===== config.mk =====
export PLATFORM = sky130hd
export DESIGN_NAME = rob_dispatch_rename
export DESIGN_NICKNAME = d
export VERILOG_FILES = /design/src/rtl/rob_dispatch_rename.sv
export SDC_FILE = /design/constraint.sdc
export NUM_CORES = 1
export LEC_CHECK = 0
export CAP_MARGIN = 25
export CORE_MARGIN = 2
export CORE_UTILIZATION = 45
export CTS_BUF_LIST = sky130_fd_sc_hd__clkbuf_4 sky130_fd_sc_hd__clkbuf_8
export DETAILED_ROUTE_END_ITERATION = 16
export GPL_ROUTABILITY_DRIVEN = 0
export HOLD_SLACK_MARGIN = 0.05
export PLACE_DENSITY = 0.61
export SLEW_MARGIN = 20
export SYNTH_ARGS = -nofsm -noshare
export SYNTH_HDL_FRONTEND = slang
export SYNTH_SLANG_ARGS = --single-unit

===== constraint.sdc =====
create_clock -name clk -period 3.3 [get_ports clk]
set_input_delay 0.66 -clock clk [delete_from_list [all_inputs] [get_ports clk]]
set_output_delay 0.66 -clock clk [all_outputs]
set_load 0.01 [all_outputs]

===== src/rtl/rob_dispatch_rename.sv =====
// Dispatch/rename stage: takes one decoded instruction per cycle, allocates the
// ROB tail entry, renames both sources through the register alias table (RAT)
// and presents the result to issue through a registered valid/ready slot.
module rob_dispatch_rename #(
    parameter int entry_num = 21,
    parameter int tag_w     = $clog2(entry_num),
    parameter int areg_num  = 32,
    parameter int areg_w    = 5,
    parameter int op_w      = 8
) (
    input  logic              clk,
    input  logic              rst,
    input  logic              dec_valid_i,
    output logic              dec_ready_o,
    input  logic [op_w-1:0]   dec_op_i,
    input  logic [areg_w-1:0] dec_rs1_i,
    input  logic [areg_w-1:0] dec_rs2_i,
    input  logic [areg_w-1:0] dec_rd_i,
    input  logic              dec_rd_we_i,
    input  logic              rob_full_i,
    input  logic [tag_w-1:0]  rob_tag_i,
    output logic              rob_alloc_o,
    output logic              iss_valid_o,
    input  logic              iss_ready_i,
    output logic [op_w-1:0]   iss_op_o,
    output logic [tag_w-1:0]  iss_tag_o,
    output logic [areg_w-1:0] iss_rd_o,
    output logic              iss_rd_we_o,
    output logic              iss_rs1_pend_o,
    output logic [tag_w-1:0]  iss_rs1_tag_o,
    output logic              iss_rs2_pend_o,
    output logic [tag_w-1:0]  iss_rs2_tag_o,
    input  logic              cmt_valid_i,
    input  logic [tag_w-1:0]  cmt_tag_i,
    input  logic [areg_w-1:0] cmt_rd_i,
    input  logic              cmt_rd_we_i,
    input  logic              flush_i
);

    // RAT state: one pending bit and one producer tag per architectural register
    logic [areg_num-1:0] rat_pend_reg;
    logic [tag_w-1:0]    rat_tag_reg [areg_num];

    // Issue slot registers
    logic              valid_reg;
    logic [op_w-1:0]   op_reg;
    logic [tag_w-1:0]  tag_reg;
    logic [areg_w-1:0] rd_reg;
    logic              rd_we_reg;
    logic              rs1_pend_reg;
    logic [tag_w-1:0]  rs1_tag_reg;
    logic              rs2_pend_reg;
    logic [tag_w-1:0]  rs2_tag_reg;

    logic accept;
    logic alloc_we;
    logic cmt_we;
    logic rd_nonzero;
    logic rs1_pend_next;
    logic [tag_w-1:0] rs1_tag_next;
    logic rs2_pend_next;
    logic [tag_w-1:0] rs2_tag_next;
    logic [areg_num-1:0] alloc_hit;
    logic [areg_num-1:0] cmt_hit;

    assign dec_ready_o = !rst && !flush_i && !rob_full_i && (!valid_reg || iss_ready_i);
    assign accept      = dec_valid_i && dec_ready_o;
    assign rob_alloc_o = accept;
    assign rd_nonzero  = (dec_rd_i != '0);
    assign alloc_we    = accept && dec_rd_we_i && rd_nonzero;
    assign cmt_we      = cmt_valid_i && cmt_rd_we_i;

    // Source lookup; a producer retiring this very cycle is no longer pending.
    // The instruction being accepted never bypasses to itself.
    always_comb begin
        rs1_tag_next  = rat_tag_reg[dec_rs1_i];
        rs2_tag_next  = rat_tag_reg[dec_rs2_i];
        rs1_pend_next = rat_pend_reg[dec_rs1_i] && (dec_rs1_i != '0)
                        && !(cmt_we && (cmt_tag_i == rs1_tag_next));
        rs2_pend_next = rat_pend_reg[dec_rs2_i] && (dec_rs2_i != '0)
                        && !(cmt_we && (cmt_tag_i == rs2_tag_next));
    end

    // Per-register allocate / retire decode; x0 can never be allocated
    genvar gi;
    generate
        for (gi = 0; gi < areg_num; gi++) begin : g_rat_dec
            assign alloc_hit[gi] = alloc_we && (dec_rd_i == areg_w'(gi));
            assign cmt_hit[gi]   = cmt_we && (cmt_rd_i == areg_w'(gi))
                                   && (rat_tag_reg[gi] == cmt_tag_i);
        end
    endgenerate

    // RAT update: flush clears everything, a new writer beats a same-cycle retire,
    // and a retire only clears when its tag is still the newest writer
    always_ff @(posedge clk) begin
        for (int i = 0; i < areg_num; i++) begin
            if (rst) begin
                rat_pend_reg[i] <= 1'b0;
                rat_tag_reg[i]  <= '0;
            end else if (flush_i) begin
                rat_pend_reg[i] <= 1'b0;
            end else if (alloc_hit[i]) begin
                rat_pend_reg[i] <= 1'b1;
                rat_tag_reg[i]  <= rob_tag_i;
            end else if (cmt_hit[i]) begin
                rat_pend_reg[i] <= 1'b0;
            end
        end
    end

    // Issue slot: load on accept, drain on consume, keep waking held sources
    always_ff @(posedge clk) begin
        if (rst) begin
            valid_reg    <= 1'b0;
            op_reg       <= '0;
            tag_reg      <= '0;
            rd_reg       <= '0;
            rd_we_reg    <= 1'b0;
            rs1_pend_reg <= 1'b0;
            rs1_tag_reg  <= '0;
            rs2_pend_reg <= 1'b0;
            rs2_tag_reg  <= '0;
        end else if (flush_i) begin
            valid_reg    <= 1'b0;
            rs1_pend_reg <= 1'b0;
            rs2_pend_reg <= 1'b0;
        end else if (accept) begin
            valid_reg    <= 1'b1;
            op_reg       <= dec_op_i;
            tag_reg      <= rob_tag_i;
            rd_reg       <= dec_rd_i;
            rd_we_reg    <= dec_rd_we_i && rd_nonzero;
            rs1_pend_reg <= rs1_pend_next;
            rs1_tag_reg  <= rs1_tag_next;
            rs2_pend_reg <= rs2_pend_next;
            rs2_tag_reg  <= rs2_tag_next;
        end else begin
            if (iss_ready_i) begin
                valid_reg <= 1'b0;
            end
            if (cmt_we && (cmt_tag_i == rs1_tag_reg)) begin
                rs1_pend_reg <= 1'b0;
            end
            if (cmt_we && (cmt_tag_i == rs2_tag_reg)) begin
                rs2_pend_reg <= 1'b0;
            end
        end
    end

    assign iss_valid_o    = valid_reg;
    assign iss_op_o       = op_reg;
    assign iss_tag_o      = tag_reg;
    assign iss_rd_o       = rd_reg;
    assign iss_rd_we_o    = rd_we_reg;
    assign iss_rs1_pend_o = rs1_pend_reg;
    assign iss_rs1_tag_o  = rs1_tag_reg;
    assign iss_rs2_pend_o = rs2_pend_reg;
    assign iss_rs2_tag_o  = rs2_tag_reg;

endmodule


==> results.txt, run 1 <==
- The run finished with clean final reports.
- Fmax achieved: ~320 MHz
- The die is approximately 180 µm wide.
- Measured against its own limit, the worst slew margin works out to 0.433.
- At the pin with the least slew margin, the transition time is around 0.85 ns.
- TritonCTS built the clock tree.
* # rows: between 60 and 70
* Launch point of the critical path: flush_i
- Input and output buffers added on the ports amount to 80.
- CTS Buf Count: 38
* Largest net degree at the start of global routing: 67
- Layout-stage area growth over the synthesis result: 16.9%
- Final number of max-transition violations: 0
* Number of setup violations in the final report: 0
- After legalization and detailed placement, the total HPWL measured 33000 µm.
- STA puts the critical path data required time at around 2.6 ns.
- In the routed layout, each cell is associated on average with a via count of approximately 6.2.
* Largest register FFs: 160
* R2r endpoint: iss_rs2_pend_o
- Synthesis produced around 1.2k cells.
- Synth async-reset ratio: 0
- Setup repair after global routing left no endpoint under its margin.
* Portion of synthesized cell area occupied by the leading cell type: 0.344
* Crit start category: input port
- Hold-fix buffers at CTS: 0
- During synthesis, Yosys emitted a total of 0 warnings.
- Share of final-layout standard cells stronger than drive strength 1: 0.224
* Kind of capture point of the worst setup path: output pin
- Data on the critical path arrives at its endpoint at 2.48 ns.
* Cell with the most instances after synthesis: edfxtp_1
- Fin. Hold Viols: 0
- After detailed routing, the number of remaining DRC violations is 0.
- Gate power share: 0.157
* Yosys top cell by area: edfxtp_1
- Clock-pin slew on the worst setup and hold paths: approximately 0.06 ns
* Setup fix buffers added after clock tree synthesis: 0
- The number of global-route vias before repair is about 11k.
- The netlist uses 50 different library cells.
* IR drop worst, VDD: 0.218 mV
- After synthesis, the most frequently instantiated cells are edfxtp_1, and2_1, xnor2_1.
- Shortest period the worst path allows: 3.14 ns
- Main area contributors after synthesis: edfxtp_1, mux4_2, dfxtp_1, and2_1, xnor2_1
* Routed wire per std cell: roughly 27 µm
* Synthesized cell area: about 14000 µm²
* Internal: 5030 µW
* Die footprint: about 33000 µm²
* Static leakage power: approximately 0.0058 µW
* Final Util: 0.535
* Vias post-DR: 10.8k
- Synthesis inferred 224 register bits.
- The number of gates resized after CTS was 0.
- Of all nets on the critical path, the largest fanout is 14.
- Net switching power: ~2000 µW
- The region available for standard cell placement spans approximately 31000 µm².
- Mapped Avg Cell Area: between 10 and 15 µm²
* Critical path destination: rob_alloc_o
* Overflow left after global routing: 0
* Initial Util: 0.457
- In this run the remaining antenna-violating nets after routing total 0.
- In this run the vertical extent of the chip is between 150 and 200 µm.
- FF-to-FF setup slack: roughly 0.7 ns
- Reg power frac: 0.470
- Of the available clock period, the critical path in the final layout requires 0.953.
* Sequential area share after synthesis: 0.435
- Across all hold checks on the routed design, the worst slack comes to between 0.4 and 0.5 ns.
- The initial antenna violation count came to 1.
- The H-tree generated during clock tree synthesis spans 2 levels.
- The first global-routing pass estimated 70600 µm of wire.
- Of the total power, the clock network draws 0.373.
- For this block, the initial DRC count from the detailed router was between 1k and 1.5k.
* IO Pins: 81
* Worst min-delay path class: reg -> reg
- At the end of the flow, the number of nets in the layout was between 1k and 1.5k.
- Summed over all failing endpoints, the final setup total negative slack is 0 ns.
- On the final layout, the worst clock skew is approximately 0.017 ns.
- Leading register cell type out of synthesis: edfxtp_1
* Switching power share of the total: 0.280
* Pwr Density: ~430 nW/µm²
- Wire length after detailed routing: 47400 µm
- Tot GR Track Use: 0.291
* Clock latency of the later-clocked register in the worst-skew pair: between 0.5 and 0.6 ns
* CTS Root Cell: clkbuf_8
* Depth of the worst register-to-register path: 6
* Maximum capacitance violations: 0
* Clock tree sinks: between 200 and 250
- Yosys mapped a number of flops with a built-in enable equal to 160.
- In this run the critical register-to-register path is launched from rat_tag_reg[13][2].
* Worst Path Class, Setup: in -> out
- The clock passes through at most 3 buffers.
- The pre-antenna-repair detailed-routing pass consisted of 5 iterations.
how the worst min path moves through the flow:
stage,from,cells after the start,endpoint
floorplan,rat_pend_reg[16],2,rat_pend_reg[16]
global placement,iss_tag_o[4],2,iss_tag_o[4]
detailed placement,iss_rd_o[2],2,iss_rd_o[2]
CTS,iss_rd_we_o,2,iss_rd_we_o
global route,iss_op_o[0],2,iss_op_o[0]
finish,iss_rd_o[2],2,iss_rd_o[2]
metal layers:
metal  GRT usage  vias to the layer above  routed length (µm)  part of all wire
met2       0.453                      571               21600              0.45
li1            -                     4710                   -                 -
met4       0.103                        2                1640             0.034
met3      0.0681                      120                4340             0.092
met5           0                        -                  13           0.00027
met1       0.402                     5429               19900              0.42
critical path: stages:
cell and delay (ns):
clkdlybuf4s50_1 0.46, nor4_2 0.33, nand2_1 0.12, inv_1 0.13
buf_4 0.22, clkdlybuf4s50_1 0.56
power by group through the flow:
| stage | logic (µW) | registers (µW) | clock network [µW] |
|---|---|---|---|
| detailed placement | 1070 | 3330 | 0 |
| CTS | 1080 | 3270 | 2630 |
| floorplan | 709 | 3260 | 0 |
| global route | 1160 | 3280 | 2750 |
| finish | 1090 | 3280 | 2600 |
| global placement | 1060 | 3330 | 0 |
cell usage in the layout, fill, tap and decap left out, types with 14 or more instances in the layout:
cell / count
nor2_1: 49
dfxtp_1: 64
mux4_1: 14
xnor2_1: 94
or2_2: 33
nor3_1: 14
mux4_2: 71
nand4_1: 35
o22ai_1: 14
a21oi_1: 34
nand2_1: 74
nor4_1: 19
and2_1: 155
clkbuf_8: 45
clkdlybuf4s50_1: 70
xor2_1: 86
o221ai_1: 15
or4_1: 14
buf_4: 81
mux2i_1: 44
edfxtp_1: 160
a31o_2: 25
layout make-up:
| cell class | instances | area (µm²) |
|---|---|---|
| Multi-Input combinational cell | 888 | 7460 |
| Sequential cell | 224 | 6090 |
| Clock inverter | 18 | 109 |
| Tap cell | 396 | 495 |
| Inverter | 5 | 18.8 |
| Timing Repair Buffer | 168 | 1510 |
| Fill cell | 2645 | 14200 |
| Clock buffer | 52 | 672 |
| Antenna cell | 1 | 2.50 |
through the flow:
| stage | setup WS, ns | std cells | total power, µW | area, µm² |
|---|---|---|---|---|
| 2_1_floorplan | 0.331 | 1212 | 3970 | 14000 |
| 5_1_grt | 0.0664 | 1751 | 7190 | 16400 |
| 3_5_place_dp | 0.122 | 1681 | 4410 | 15600 |
| 4_1_cts | 0.116 | 1751 | 6990 | 16300 |
| 6_report | 0.156 | 1752 | 6980 | 16400 |
| 3_3_place_gp | 0.113 | 1681 | 4390 | 15600 |
logic make-up (layout without fill, tap and decap cells):
| logic type | after synthesis | count (layout) | share of synthesized area |
|---|---|---|---|
| AOI/OAI and AO/OA | 133 | 133 | 0.0670 |
| xor gates and xnor gates | 180 | 180 | 0.113 |
| buffers and inverters | 100 | 243 | 0.0333 |
| DFF | 224 | 224 | 0.435 |
| muxes | 139 | 139 | 0.181 |
| other | 1 | 6 | 0.000268 |
| and+or+nand+nor | 431 | 431 | 0.170 |
(Power assumes the default switching activity.)
==> run 2, diff against run 1 <==
--- a/config.mk
+++ b/config.mk
@@ -12,6 +12,7 @@
 export DETAILED_ROUTE_END_ITERATION = 16
 export GPL_ROUTABILITY_DRIVEN = 0
 export HOLD_SLACK_MARGIN = 0.05
+export MAX_ROUTING_LAYER = met4
 export PLACE_DENSITY = 0.61
 export SLEW_MARGIN = 20
 export SYNTH_ARGS = -nofsm -noshare
==> results.txt, run 2 (synthesis results as in run 1) <==
- CTS Buf Count: 38
- Once placement finished, the instance area stood at around 16000 µm².
* CTS Root Cell: clkbuf_8
* IR drop worst, VDD: between 0.2 and 0.25 mV
- TritonCTS built the clock tree.
* Leading cell type in the layout, fill and taps excluded: edfxtp_1
- The die covers about 33000 µm².
* # rows: 64
* Overflow left after global routing: 0
- In this run the number of H-tree levels came out at 2.
* Number of setup violations in the final report: 0
* Static leakage power: roughly 0.0058 µW
- Of the cells placed in the final design, the portion with a size suffix greater than 1 is 0.224.
- Wire length after detailed routing: roughly 47000 µm
* Worst min-delay path class: reg -> reg
- After routing the design area is approximately 16000 µm².
* Routed wire per std cell: ~27 µm
- Registers take just over 6000 µm².
- Kind of capture point of the worst setup path: output pin
* Vias post-DR: ~11k
- The top cell types in the final layout, fill and taps aside, are edfxtp_1, and2_1, xnor2_1, xor2_1, buf_4.
- Across all register-to-register paths, the minimum setup slack is slightly above 0.7 ns.
- Power spread over the standard cell area amounts to ~430 nW/µm².
* Final number of max-transition violations: 0
- Biggest cell delay along the critical path: approximately 0.56 ns
- Along the worst path, the maximum fanout reaches 14.
- Slowest stage cell on the critical path: clkdlybuf4s50_1
* Fin nets: 1372
- Worst Path Class, Setup: in -> out
- For the final database, setup skew stands at 0.0245 ns.
- For this run, the top clock speed supported by timing is ~320 MHz.
- Global-route wire length before repair: approximately 71000 µm
- The worst setup path is launched from an input port.
- Buffers added to address setup during post-CTS repair amount to 0.
* Length of the first detailed-routing pass in iterations: 5
- Worst path cell trace: clkdlybuf4s50_1 > nor4_2 > nand2_1 > inv_1 > buf_4 > clkdlybuf4s50_1
- Crit path arrival time: approximately 2.5 ns
* Largest net degree at the start of global routing: 67
* Largest buffer count on any clock path: 3
* HPWL after detailed placement: between 30000 and 40000 µm
- Relative to the synthesized area, the layout overhead comes to 17.0%.
* Layout fillers: between 2k and 3k
- Clock tree sinks: 224
- Input and output buffers added on the ports amount to 80.
* Die X-Extent: 180 µm
- For this block, the initial DRC count from the detailed router was about 1.1k.
- Across every metal layer, demand over resource in global routing totals 0.301.
- The core region is 30600 µm².
* Maximum capacitance violations: 0
- From bottom edge to top edge, the die measures between 150 and 200 µm.
- Area taken by multi-input logic gates: 7460 µm²
* Number of DRC violations after detailed routing: 0
- Setup total negative slack on the finished layout was measured at 0 ns.
- Largest register FFs: 160
* Final period utilization: 0.953
* Worst hold slack: about 0.45 ns
- The number of global-route vias before repair came to ~11k.
- In this design, the critical path's most frequently occurring cell is clkdlybuf4s50_1.
- Slew at the pin with the worst max-slew slack: about 0.84 ns
* Max_slew headroom: 0.443
* IO Pins: 81
* Result of the run: completed
* Clock latency of the later-clocked register in the worst-skew pair: roughly 0.56 ns
- Clock-pin slew was measured on the worst setup and hold paths at around 0.060 ns.
* Drt via density: between 6 and 7
- The total count of hold-check failures in the final report came to 0.
- For the worst setup path, the data required time is 2.64 ns.
- The initial utilization of the core area, before any placement, comes to 0.457.
- RSZ-0062 raised after global routing: no
* Hold-fix buffers at CTS: 0
* Residual antenna-violating net count after detailed routing: 0
- Shortest period the worst path allows: 3.15 ns
- Initial antenna violation count: 1
## run 2: changes by cell type in the layout (fill, tap and decap cells not counted)
| cell | previous run | this run |
|---|---|---|
| diode_2 | 1 | 2 |
## run 2: stage by stage
step | power (µW) | setup slack [ns] | std cells | util
4_1_cts | 6990 | 0.116 | 1751 | 0.534
6_report | 6970 | 0.154 | 1753 | 0.535
3_5_place_dp | 4410 | 0.122 | 1681 | 0.509
5_1_grt | 7200 | 0.0664 | 1752 | 0.535
2_1_floorplan | 3970 | 0.331 | 1212 | -
3_3_place_gp | 4390 | 0.113 | 1681 | 0.509
## run 2: final timing paths
kind / startpoint / end / cells after the start
setup reg to reg: rat_tag_reg[13][2] / iss_rs2_pend_o / 6
setup / recovery: flush_i / rob_alloc_o / 6
hold / removal: iss_rd_o[1] / iss_rd_o[1] / 2
hold reg to reg: iss_rd_o[1] / iss_rd_o[1] / 2
## run 2: per-layer routing
| metal | routed length [µm] | vias to the layer above | part of all wire | track usage |
|---|---|---|---|---|
| met2 | 21500 | 582 | 0.45 | 0.453 |
| li1 | - | 4717 | - | - |
| met3 | 4290 | 129 | 0.091 | 0.0661 |
| met1 | 19800 | 5344 | 0.42 | 0.404 |
| met5 | 0 | - | 0 | - |
| met4 | 1710 | 0 | 0.036 | 0.102 |
## run 2: repair_timing
action                                 4_1_cts  5_1_grt
endpoints found under the hold margin        0        0
setup endpoints to repair                    0        1
gates resized for setup                      0        1
## run 2: critical path: cells and delay by family
family	cells	cell delay, ns
buffers and inverters	4	1.39
and+or+nand+nor	2	0.43
## run 2: where the power goes
group | total, µW | switching [µW] | internal (µW) | leakage [µW]
Combinational | 1090 | 594 | 495 | 0.00338
Sequential | 3280 | 154 | 3130 | 0.00204
Clock | 2600 | 1190 | 1400 | 0.000416
## run 2: area by class of cell
cell class,count,share of cell area
Antenna cell,2,0.000306
Clock buffer,52,0.0411
Clock inverter,18,0.00666
Inverter,5,0.00115
Multi-Input combinational cell,888,0.456
Sequential cell,224,0.372
Tap cell,396,0.0303
Timing Repair Buffer,168,0.0926
